### src/rtl/capdriver_bbm_if.sv
// Handshake and drive bus between SAR logic and the capacitor-array driver stage.
// master = SAR side (requests), slave = driver stage (levels, enables, status).
interface capdriver_bbm_if #(
    parameter int WIDTH = 16
);
    logic [WIDTH-1:0] dac_state;
    logic             dac_state_valid;
    logic             dac_drive_invert;
    logic [WIDTH-1:0] dac_drive_mask;
    logic             dac_reset_req;
    logic [WIDTH-1:0] dac_drive;
    logic [WIDTH-1:0] dac_drive_en;
    logic             dac_busy;
    logic             dac_done;

    modport master (
        output dac_state, dac_state_valid, dac_drive_invert, dac_drive_mask, dac_reset_req,
        input  dac_drive, dac_drive_en, dac_busy, dac_done
    );

    modport slave (
        input  dac_state, dac_state_valid, dac_drive_invert, dac_drive_mask, dac_reset_req,
        output dac_drive, dac_drive_en, dac_busy, dac_done
    );
endinterface

### src/rtl/capdriver_bbm.sv
// Break-before-make capacitor-array driver: registered, masked-inversion levels; changing bits high-Z for DEAD_CYCLES.
// Latency 1 cycle (no change) or 1+DEAD_CYCLES; requests arriving during BREAK are dropped, wait for dac_done.
module capdriver_bbm #(
    parameter int   WIDTH       = 16,
    parameter int   DEAD_CYCLES = 1,
    parameter logic RESET_LEVEL = 1'b0
) (
    input  logic           clk,
    input  logic           rst,
    capdriver_bbm_if.slave bus
);
    typedef enum logic {IDLE, BREAK} state_t;

    localparam logic [3:0] DEAD_LOAD = 4'(DEAD_CYCLES - 1);

    state_t           state, state_nx;
    logic [WIDTH-1:0] drive_q, drive_nx;
    logic [WIDTH-1:0] en_q, en_nx;
    logic [WIDTH-1:0] target_q, target_nx;
    logic [WIDTH-1:0] target_in, diff;
    logic             busy_q, busy_nx;
    logic             done_q, done_nx;
    logic [3:0]       cnt_q, cnt_nx;
    logic             req;

    // Reset request overrides the data path so the array can be precharged from any code.
    always_comb begin
        target_in = bus.dac_state ^ ({WIDTH{bus.dac_drive_invert}} & bus.dac_drive_mask);
        if (bus.dac_reset_req)
            target_in = {WIDTH{RESET_LEVEL}};
        diff = target_in ^ drive_q;
        req  = bus.dac_state_valid | bus.dac_reset_req;
    end

    always_comb begin
        state_nx  = state;
        drive_nx  = drive_q;
        en_nx     = en_q;
        target_nx = target_q;
        busy_nx   = busy_q;
        done_nx   = 1'b0;
        cnt_nx    = cnt_q;
        case (state)
            IDLE: begin
                if (req) begin
                    if (diff == '0) begin
                        done_nx = 1'b1;
                    end else begin
                        state_nx  = BREAK;
                        en_nx     = ~diff;
                        target_nx = target_in;
                        busy_nx   = 1'b1;
                        cnt_nx    = DEAD_LOAD;
                    end
                end
            end
            BREAK: begin
                if (cnt_q == 4'd0) begin
                    state_nx = IDLE;
                    drive_nx = target_q;
                    en_nx    = '1;
                    busy_nx  = 1'b0;
                    done_nx  = 1'b1;
                end else begin
                    cnt_nx = cnt_q - 4'd1;
                end
            end
        endcase
    end

    always_ff @(posedge clk or posedge rst) begin
        if (rst) begin
            state    <= IDLE;
            drive_q  <= {WIDTH{RESET_LEVEL}};
            en_q     <= '1;
            target_q <= {WIDTH{RESET_LEVEL}};
            busy_q   <= 1'b0;
            done_q   <= 1'b0;
            cnt_q    <= 4'd0;
        end else begin
            state    <= state_nx;
            drive_q  <= drive_nx;
            en_q     <= en_nx;
            target_q <= target_nx;
            busy_q   <= busy_nx;
            done_q   <= done_nx;
            cnt_q    <= cnt_nx;
        end
    end

    assign bus.dac_drive    = drive_q;
    assign bus.dac_drive_en = en_q;
    assign bus.dac_busy     = busy_q;
    assign bus.dac_done     = done_q;
endmodule

### src/flat_wrapper.sv
// flat-port wrapper written by rule: the top's interface ports become plain ports
module capdriver_bbm_flat 
#(
    parameter int   WIDTH       = 16,
    parameter int   DEAD_CYCLES = 1,
    parameter logic RESET_LEVEL = 1'b0
)
  (clk, rst, bus_dac_state, bus_dac_state_valid, bus_dac_drive_invert, bus_dac_drive_mask, bus_dac_reset_req, bus_dac_drive, bus_dac_drive_en, bus_dac_busy, bus_dac_done);
  capdriver_bbm_if #(.WIDTH(WIDTH)) bus_i ();
  input  logic clk;
  input  logic rst;
  input wire logic [$bits(bus_i.dac_state)-1:0] bus_dac_state;
  input wire logic [$bits(bus_i.dac_state_valid)-1:0] bus_dac_state_valid;
  input wire logic [$bits(bus_i.dac_drive_invert)-1:0] bus_dac_drive_invert;
  input wire logic [$bits(bus_i.dac_drive_mask)-1:0] bus_dac_drive_mask;
  input wire logic [$bits(bus_i.dac_reset_req)-1:0] bus_dac_reset_req;
  output wire logic [$bits(bus_i.dac_drive)-1:0] bus_dac_drive;
  output wire logic [$bits(bus_i.dac_drive_en)-1:0] bus_dac_drive_en;
  output wire logic [$bits(bus_i.dac_busy)-1:0] bus_dac_busy;
  output wire logic [$bits(bus_i.dac_done)-1:0] bus_dac_done;
  assign bus_i.dac_state = bus_dac_state;
  assign bus_i.dac_state_valid = bus_dac_state_valid;
  assign bus_i.dac_drive_invert = bus_dac_drive_invert;
  assign bus_i.dac_drive_mask = bus_dac_drive_mask;
  assign bus_i.dac_reset_req = bus_dac_reset_req;
  assign bus_dac_drive = bus_i.dac_drive;
  assign bus_dac_drive_en = bus_i.dac_drive_en;
  assign bus_dac_busy = bus_i.dac_busy;
  assign bus_dac_done = bus_i.dac_done;
  capdriver_bbm #(.WIDTH(WIDTH), .DEAD_CYCLES(DEAD_CYCLES), .RESET_LEVEL(RESET_LEVEL)) u_core (.clk(clk), .rst(rst), .bus(bus_i));
endmodule
### config.mk
export PLATFORM = sky130hd
export DESIGN_NAME = capdriver_bbm_flat
export DESIGN_NICKNAME = d
export VERILOG_FILES = /design/src/rtl/capdriver_bbm_if.sv /design/src/rtl/capdriver_bbm.sv /design/src/flat_wrapper.sv
export SDC_FILE = /design/constraint.sdc
export NUM_CORES = 1
export LEC_CHECK = 0
export ABC_AREA = 1
export CAP_MARGIN = 40
export CORE_UTILIZATION = 35
export DETAILED_ROUTE_END_ITERATION = 7
export MAX_ROUTING_LAYER = met4
export PLACE_DENSITY = 0.67
export SETUP_SLACK_MARGIN = 0.15
export SYNTH_ARGS = -nofsm -noshare
export SYNTH_HDL_FRONTEND = slang
export SYNTH_SLANG_ARGS = --single-unit
### constraint.sdc
create_clock -name clk -period 3.12 [get_ports clk]
set_input_delay 0.312 -clock clk [delete_from_list [all_inputs] [get_ports clk]]
set_output_delay 0.312 -clock clk [all_outputs]
set_load 0.02 [all_outputs]
==> results of run 1 <==
==> sequential cells by signal (all words and copies together), names as in the netlist <==
name,count
u_core.bus.dac_drive,16
u_core.bus.dac_drive_en,16
u_core.target_q,16
u_core.cnt_q,4
u_core.bus.dac_busy,1
u_core.bus.dac_done,1
u_core.state,1
==> area by class of cell <==
cell class / count / area share, %
Multi-Input combinational cell: 291 / 34.09
Sequential cell: 55 / 36.41
Timing Repair Buffer: 76 / 19.77
Inverter: 40 / 3.915
Clock buffer: 7 / 2.251
Clock inverter: 1 / 0.1305
Tap cell: 105 / 3.426
==> where the power goes <==
part           leakage, nW  switching (mW)  internal (mW)  total, mW
logic                 1.09            1.00          0.700       1.70
clock network       0.0482           0.222          0.180      0.402
registers            0.671           0.195           1.10       1.29
total                 1.81            1.42           1.97       3.39
==> cells by family (layout without fill, tap and decap cells) <==
logic type / after synthesis / in the layout / share of synthesized area (%)
compound gates: 36 / 36 / 6.155
fa+ha+maj: 2 / 2 / 0.8430
buf+inv: 60 / 124 / 8.979
xor+xnor: 1 / 1 / 0.2952
flops: 55 / 55 / 47.05
simple gates: 252 / 252 / 36.68
==> path summary, 6_finish.rpt <==
kind                                                            to  slack, ns  cells after the start
max in group asynchronous   u_core.bus.dac_drive_en[8]$_DFFE_PP1P_       2.12                      4
max reg2reg                            u_core.cnt_q[3]$_DFFE_PP0P_       1.13                      7
min                           u_core.bus.dac_drive[10]$_DFFE_PP0P_       0.23                      2
min in group clk               u_core.bus.dac_drive[1]$_DFFE_PP0P_       0.48                      2
min reg2reg                    u_core.bus.dac_drive[1]$_DFFE_PP0P_       0.48                      2
max                        u_core.bus.dac_drive_en[15]$_DFFE_PP1P_       0.71                     14
==> cells in the final DEF, fill, tap and decap left out, drive strengths merged <==
| master | n |
|---|---|
| nor2 | 18 |
| ha | 2 |
| o21a | 1 |
| a21oi | 1 |
| buf | 6 |
| nor3 | 1 |
| clkinv | 2 |
| o21ai | 34 |
| nand2 | 143 |
| clkdlybuf4s50 | 70 |
| dfrtp | 39 |
| and3 | 1 |
| nand3 | 73 |
| dfstp | 16 |
| nand4 | 16 |
| xnor2 | 1 |
| inv | 39 |
| clkbuf | 7 |
==> metrics by stage <==
stage	power [mW]	hold slack (ns)	setup WS (ns)
global placement	2.972	0.4604	0.4412
CTS	3.426	0.2322	0.6952
detailed placement	3.012	0.4690	0.3683
global route	3.715	0.2356	0.3843
finish	3.395	0.2307	0.7074
floorplan	2.412	0.4534	1.492
==> critical path: cells and delay by family <==
kind          cells  cell delay, ns
buf+inv           2            0.74
simple gates     12            1.59
==> layer usage <==
| layer | part of all wire [%] | wire length [µm] | vias up |
|---|---|---|---|
| met5 | 0 | 0 | - |
| met4 | 2.5 | 181 | 0 |
| met3 | 4.3 | 309 | 14 |
| met2 | 47 | 3365 | 87 |
| met1 | 46 | 3315 | 1308 |
| li1 | - | - | 1441 |
==> impl_metrics.yaml, run 1 <==
yosys:
  syn_inst: 406
  synth.most_common_cell: "nand2_1"
  postSynthAreaPerCell_um2: 7.310
  ys.flop_type: "dfrtp_1"
  yosys-top-cells-area: "dfrtp_1 33%, nand2_1 18%, dfstp_2 14%, nand3_1 12%, inv_1 4.9%"
  syn-cell-area_mm2: 0.002968
  netlist.area_leader.share_pct: 32.88
  postSynth.asyncResetShare_pct: 100.0
  synth_edf_count: 0
  syn_nets: 445
  ys_ff_latch: 55
  ys_warn_count: 0
  seq_area_frac_synth_pct: 47.05
  post_synth_num_cell_types: 22
  synth_area_leader_cell: "dfrtp_1"
  synth_commonest_cells: "142 x nand2_1, 73 x nand3_1, 39 x dfrtp_1, 39 x inv_1, 26 x o21ai_0"
placed_design:
  place_congestion: 0.7884
  dp.cells: 567
  dp.final_hpwl_mm: 5.127
  io_buffer_count: 70
  placedInstanceArea_mm2: 0.003744
detailed_routing:
  wl_mm: 7.172
  dr.pass1.iters: 4
  detail-route-antenna-nets: 0
  remaining_drc_errors: 0
  route.vias.total: 2850
  wl_per_cell_um: 12.47
  viasPerCell: 4.957
  first_iter_violations: 223
grt:
  grt_use_met3_pct: 3.398
  track_usage_pct: 18.50
  grt_pass1_vias: 2837
  antenna_found_initial: 0
  grt-busiest-layer: "met2"
  grt_pass1_wl_mm: 12.61
  grt_start_max_net_pins: 55
  met1_usage_pct: 22.53
  use_met2_pct: 30.60
  gr-total-overflow: 0
floorplanning:
  num_rows: 33
  start_util_pct: 36.12
  die_y_um: 94.09
  dieArea_mm2: 0.008852
  io-pin-count: 71
  chipWidth_um: 94.09
  coreArea_mm2: 0.008217
sta:
  setup_viol: 0
  drv_slew: 0
  worstMarginPinSlew_ns: 0.6338
  final.setup.tns_ns: 0
  fin_crit_sh_pct: 77.33
  rsz0062_at_grt: "no"
  period_minus_slack_ns: 2.413
  fmax_mhz: 414.5
  hold_viol: 0
  max_slew_margin_pct: 57.70
  finClkSkew_ns: 0.01755
clock_tree:
  clk_path_buf_depth: 2
  htreeDepth: 2
  cts_tree: "done"
  ctsResizeCount: 0
  clock_sinks: 55
  clk_latency_ns: 0.31
  hold_buffers: 0
  cts_setup_buffers: 0
  cts_buffers: 5
  clk_pin_slew_ns: 0.11
  clockRootBuffer: "clkbuf_8"
job:
  maxCapViolCount: 0
setup_path:
  cp_max_fo: 54
  crit_start: "bus_dac_drive_invert"
  endpoint_kind: "register"
  crit_path_cell_trace: "clkdlybuf4s50_1, buf_4, nand2_1, nand2_1, nand3_1, nand2_1, nand2_1, nor2_1, nand2_1, nor2_1, nand2_1, nand2_4, nand3_1, nand2_1"
  slowest_stage: "clkdlybuf4s50_1"
  critPathArrivalTime_ns: 2.66
  r2r-start: "u_core.state$_DFF_PP0_"
  required_ns: 3.36
  worstSetupPathType: "in -> reg"
  crit_path_max_incr_delay_ns: 0.45
  cpMostUsedCell: "nand2_1"
  startpoint_type: "primary input"
power_and_ir_drop:
  powerDensity_mw_per_mm2: 885.2
  p_leak_nw: 1.812
  peakVddDrop_mv: 0.3026
layout:
  regArea_mm2: 0.001396
  fillerInstances: 826
  final_util_pct: 46.67
  n_antenna_cell: 0
  multi_input_area_mm2: 0.001308
  design_area_mm2: 0.003835
  drive_above_1_share_pct: 6.809
  area_growth_pct: 29.22
  nNetsFinal: 508
  stdcell_count: 575
outcome:
  status: "completed"
hold_path:
  min_path_type: "in -> async"
(Power assumes the default switching activity.)
==> run 2, diff against run 1 <==
Settings changed: PLACE_DENSITY 0.67 to 0.69.
Clock period 3.12 ns to 1.95 ns, I/O delays scaled along.
==> run 2 against run 1 <==
- first-iteration DRC count is 15% lower
- utilization grew 7.4 points
- via count increased by 7.8%
- setup slack worse by 0.50 ns
==> impl_metrics.yaml, run 2 (synthesis gave the netlist of run 1 again) <==
clock_tree:
  clock_sinks: 55
  clk_path_buf_depth: 2
  cts_tree: "done"
  hold_buffers: 0
  clk_pin_slew_ns: 0.11
  htreeDepth: 2
  clockRootBuffer: "clkbuf_8"
  clk_latency_ns: 0.31
  cts_buffers: 5
power_and_ir_drop:
  peakVddDrop_mv: 0.6532
  clkPwrFrac_pct: 12.2
  p_seq_share_pct: 33.5
  swShare_pct: 40.25
  share_comb_of_total_power_pct: 54.3
  power_mw: 6.232
  p_sw_mw: 2.508
  p_leak_nw: 2.161
  internal-power_mw: 3.724
  powerDensity_mw_per_mm2: 1403
layout:
  area_growth_pct: 49.70
  nNetsFinal: 547
  layout_commonest_cell: "nand2_1"
  drive_above_1_share_pct: 20.83
  final_util_pct: 54.07
  n_antenna_cell: 0
  final_cell_mix: "124 x nand2_1, 63 x nand3_1, 63 x clkdlybuf4s50_1"
setup_path:
  critPathArrivalTime_ns: 1.94
  cp_max_fo: 7
  endpoint_kind: "register"
  r2r_cells: 11
  crit_path_max_incr_delay_ns: 0.51
  required_ns: 2.15
  worstSetupPathType: "in -> reg"
  cpMostUsedCell: "nand2_1"
  slowest_stage: "clkdlybuf4s50_1"
  startpoint_type: "primary input"
  crit_path_cell_trace: "clkdlybuf4s50_1, nand2_1, nand2_1, nand3_1, nand2_1, nand2_2, nor2_1, nand2_1, nor2_2, nand2_2, nand2_4, buf_12, clkbuf_16, o21ai_1"
grt:
  track_usage_pct: 21.00
  grt_pass1_vias: 3045
  grt_pass1_wl_mm: 14.12
  grt_start_max_net_pins: 56
  gr-total-overflow: 0
  antenna_found_initial: 0
sta:
  worstMarginPinSlew_ns: 0.3025
  fmax_mhz: 574.8
  setup_slack_ns: 0.2103
  drv_slew: 0
  period_minus_slack_ns: 1.740
  hold_viol: 0
  fin_crit_sh_pct: 89.21
  final.setup.tns_ns: 0
  rsz0062_at_grt: "yes"
  setup_viol: 0
  finClkSkew_ns: 0.01192
  max_slew_margin_pct: 79.83
detailed_routing:
  route.vias.total: 3073
  wl_mm: 8.515
  first_iter_violations: 190
  dr.pass1.iters: 6
  viasPerCell: 5.005
  detail-route-antenna-nets: 0
  wl_per_cell_um: 13.87
  remaining_drc_errors: 0
floorplanning:
  dieArea_mm2: 0.008852
  num_rows: 33
  start_util_pct: 36.12
  coreArea_mm2: 0.008217
  die_y_um: 94.09
  chipWidth_um: 94.09
  io-pin-count: 71
job:
  maxCapViolCount: 0
placed_design:
  place_congestion: 0.8385
  dp.final_hpwl_mm: 5.496
  io_buffer_count: 70
  pre_cts_ws_ns: -0.2990
hold_path:
  min_path_type: "in -> async"
outcome:
  status: "completed"
## run 2: cell count changes in the layout (fill, tap and decap cells not counted), moves of 3 or more
| cell | before | now |
|---|---|---|
| dlymetal6s2s_1 | 0 | 5 |
| nand3_2 | 0 | 10 |
| nor2_2 | 1 | 4 |
| nor2_1 | 17 | 13 |
| clkdlybuf4s50_1 | 70 | 63 |
| buf_4 | 5 | 32 |
| buf_12 | 1 | 6 |
| nand3_1 | 73 | 63 |
| nand2_2 | 0 | 18 |
| nand2_1 | 142 | 124 |
## run 2: layout make-up
class                           instances  area [µm²]
Sequential cell                        55        1396
Clock inverter                          3       43.79
Fill cell                             742        3774
Inverter                               40       150.1
Multi-Input combinational cell        291        1418
Tap cell                              105       131.4
Timing Repair Buffer                  115        1235
Clock buffer                            5       68.82
## run 2: path summary, 6_finish.rpt
path,startpoint,endpoint,slack (ns)
setup / recovery,bus_dac_drive_mask[9],u_core.target_q[6]$_DFFE_PP0P_,0.21
hold / removal,rst,u_core.bus.dac_drive[10]$_DFFE_PP0P_,0.22
setup reg to reg,u_core.bus.dac_drive[15]$_DFFE_PP0P_,u_core.target_q[6]$_DFFE_PP0P_,0.25
hold reg to reg,u_core.bus.dac_drive_en[6]$_DFFE_PP1P_,u_core.bus.dac_drive_en[6]$_DFFE_PP1P_,0.48
max in group asynchronous,rst,u_core.bus.dac_drive_en[1]$_DFFE_PP1P_,1.40
min in group clk,bus_dac_state[1],u_core.target_q[1]$_DFFE_PP0P_,0.31
## run 2: worst max-delay path, delay by kind of cell
kind / cells / cell delay (ns)
AOI/OAI and AO/OA: 1 / 0.06
buffers and inverters: 3 / 0.78
and+or+nand+nor: 10 / 0.91
## run 2: what timing repair did
action,in CTS,in global routing
pin swaps,1,14
gates resized for setup,12,36
endpoints found under the setup margin,39,39
cloned,4,1
setup buffers,2,1
## run 2: through the flow
stage	hold WS (ns)	std cells	instance area, µm²
2_1_floorplan	0.4026	406	2968
3_3_place_gp	0.4629	598	4014
3_5_place_dp	0.4715	598	4014
4_1_cts	0.2554	612	4304
5_1_grt	0.2676	614	4443
6_report	0.2224	614	4443
## run 2: power groups by stage
stage                     logic [mW]  registers [mW]  clock network, mW
after floorplan                 1.47            2.39                  0
after detailed placement        3.03            2.09                  0
after global routing            3.75            2.15              0.840
after CTS                       3.28            2.07              0.783
after global placement          2.97            2.08                  0
final                           3.38            2.09              0.763
## run 2: layer usage
layer	track usage (%)	vias to the layer above	routed length [µm]
met2	35.46	91	4269
met5	-	-	0
met4	6.282	0	114
met1	26.31	1456	3679
li1	-	1515	-
met3	2.589	11	451
==> run 3, diff against run 2 <==
Settings changed: SKIP_CTS_REPAIR_TIMING from default to 1.
==> run 3 against run 2 <==
- die area stayed put
- count of clock-buffer cells in the layout unchanged
- hold slack better by 0.010 ns
- register-to-register slack improved by 0.06 ns
- utilization fell by 1.0 points
- largest power group unchanged
==> impl_metrics.yaml, run 3 (synthesis gave the netlist of run 1 again) <==
outcome:
  status: "completed"
setup_path:
  slowest_stage: "clkdlybuf4s50_1"
  worstSetupPathType: "in -> reg"
  cpMostUsedCell: "nand2_1"
  cp_max_fo: 8
  critPathArrivalTime_ns: 1.95
  endpoint_kind: "register"
  required_ns: 2.14
  crit_path_cell_trace: "clkdlybuf4s50_1, nand2_1, nand2_1, nand3_2, nand2_1, nand2_2, nor2_1, nand2_1, nor2_2, nand2_2, nand2_8, clkbuf_16, o21ai_0"
  critical-path-top-delay-family: "simple AND/OR/NAND/NOR gates"
  startpoint_type: "primary input"
  crit_path_max_incr_delay_ns: 0.50
  crit_buf_inv: 2
floorplanning:
  io-pin-count: 71
  start_util_pct: 36.12
  die_y_um: 94.09
  dieArea_mm2: 0.008852
  num_rows: 33
  coreArea_mm2: 0.008217
  chipWidth_um: 94.09
sta:
  period_minus_slack_ns: 1.762
  rsz0062_at_grt: "no"
  max_slew_margin_pct: 75.80
  fmax_mhz: 567.7
  drv_slew: 0
  setup_slack_ns: 0.1884
  worstMarginPinSlew_ns: 0.3616
  final.setup.tns_ns: 0
  hold_viol: 0
  finClkSkew_ns: 0.01729
  setup_viol: 0
  holdWs_ns: 0.2325
  fin_crit_sh_pct: 90.34
clock_tree:
  cts_tree: "done"
  clk_latency_ns: 0.32
  clock_sinks: 55
  cts_buffers: 5
  clk_pin_slew_ns: 0.11
  clk_path_buf_depth: 2
  clockRootBuffer: "clkbuf_8"
  htreeDepth: 2
detailed_routing:
  detail-route-antenna-nets: 0
  wl_per_cell_um: 14.07
  remaining_drc_errors: 0
  route.vias.total: 3049
  dr.pass1.iters: 5
  wl_mm: 8.626
  first_iter_violations: 236
  viasPerCell: 4.974
placed_design:
  dp.final_hpwl_mm: 5.496
  io_buffer_count: 70
  place_congestion: 0.8385
  pre_cts_ws_ns: -0.2990
layout:
  area_growth_pct: 46.88
  drive_above_1_share_pct: 16.34
  nNetsFinal: 546
  final_util_pct: 53.05
  n_antenna_cell: 0
  final_cell_mix: "136 x nand2_1, 70 x nand3_1, 67 x clkdlybuf4s50_1"
  layout_commonest_cell: "nand2_1"
grt:
  track_usage_pct: 18.79
  grt_pass1_vias: 2885
  grt_pass1_wl_mm: 12.77
  gr-total-overflow: 0
  antenna_found_initial: 0
  grt_start_max_net_pins: 56
job:
  maxCapViolCount: 0
power_and_ir_drop:
  peakVddDrop_mv: 0.6546
  p_sw_mw: 2.491
  p_leak_nw: 2.109
  powerDensity_mw_per_mm2: 1410
  p_seq_share_pct: 33.9
  clkPwrFrac_pct: 12.6
  share_comb_of_total_power_pct: 53.5
  power_mw: 6.146
  swShare_pct: 40.52
  internal-power_mw: 3.656
hold_path:
  min_path_type: "in -> async"
==> run 3: power groups by stage <==
stage / logic, mW / clock network [mW] / registers [mW]
after detailed placement: 3.03 / 0 / 2.09
after floorplan: 1.47 / 0 / 2.39
final: 3.29 / 0.773 / 2.08
after global placement: 2.97 / 0 / 2.08
after global routing: 3.65 / 0.846 / 2.14
after CTS: 3.05 / 0.783 / 2.07
==> run 3: area by class of cell <==
cell class,instances,area (µm²)
inverter,40,150.1
clock inverter,3,43.79
tap,105,131.4
sequential,55,1396
multi-input combinational,291,1356
fill,741,3857
timing repair buffer,114,1212
clock buffer,5,68.82
==> run 3: layer usage <==
layer | share of wire [%] | vias to the layer above | global-route usage (%)
met4 | 0.87 | 0 | 5.897
li1 | - | 1514 | -
met5 | 0 | - | -
met1 | 45 | 1447 | 23.05
met2 | 49 | 81 | 31.51
met3 | 4.6 | 7 | 3.236
==> run 3: worst paths after layout <==
check	startpoint	endpoint	slack [ns]	cells past startpoint
max	bus_dac_drive_mask[9]	u_core.target_q[15]$_DFFE_PP0P_	0.19	13
min	rst	u_core.bus.dac_drive[10]$_DFFE_PP0P_	0.23	3
max in group asynchronous	rst	u_core.bus.dac_drive_en[1]$_DFFE_PP1P_	1.40	3
min in group clk	bus_dac_reset_req	u_core.bus.dac_done$_DFF_PP0_	0.27	3
max reg2reg	u_core.bus.dac_drive[15]$_DFFE_PP0P_	u_core.target_q[15]$_DFFE_PP0P_	0.31	10
min reg2reg	u_core.bus.dac_drive_en[6]$_DFFE_PP1P_	u_core.bus.dac_drive_en[6]$_DFFE_PP1P_	0.48	2
==> run 3: through the flow <==
step                area [µm²]  instances
floorplan                 2968        406
global placement          4014        598
detailed placement        4014        598
CTS                       4126        606
global route              4359        613
finish                    4359        613
==> run 3: worst register-to-register path: stages (launching register included) <==
cell       delay (ns)
dfrtp_1          0.42
inv_1            0.08
nand4_1          0.12
nand2_2          0.09
nor2_1           0.11
nand2_1          0.06
nor2_2           0.13
nand2_2          0.11
nand2_8          0.15
clkbuf_16        0.18
o21ai_0          0.08
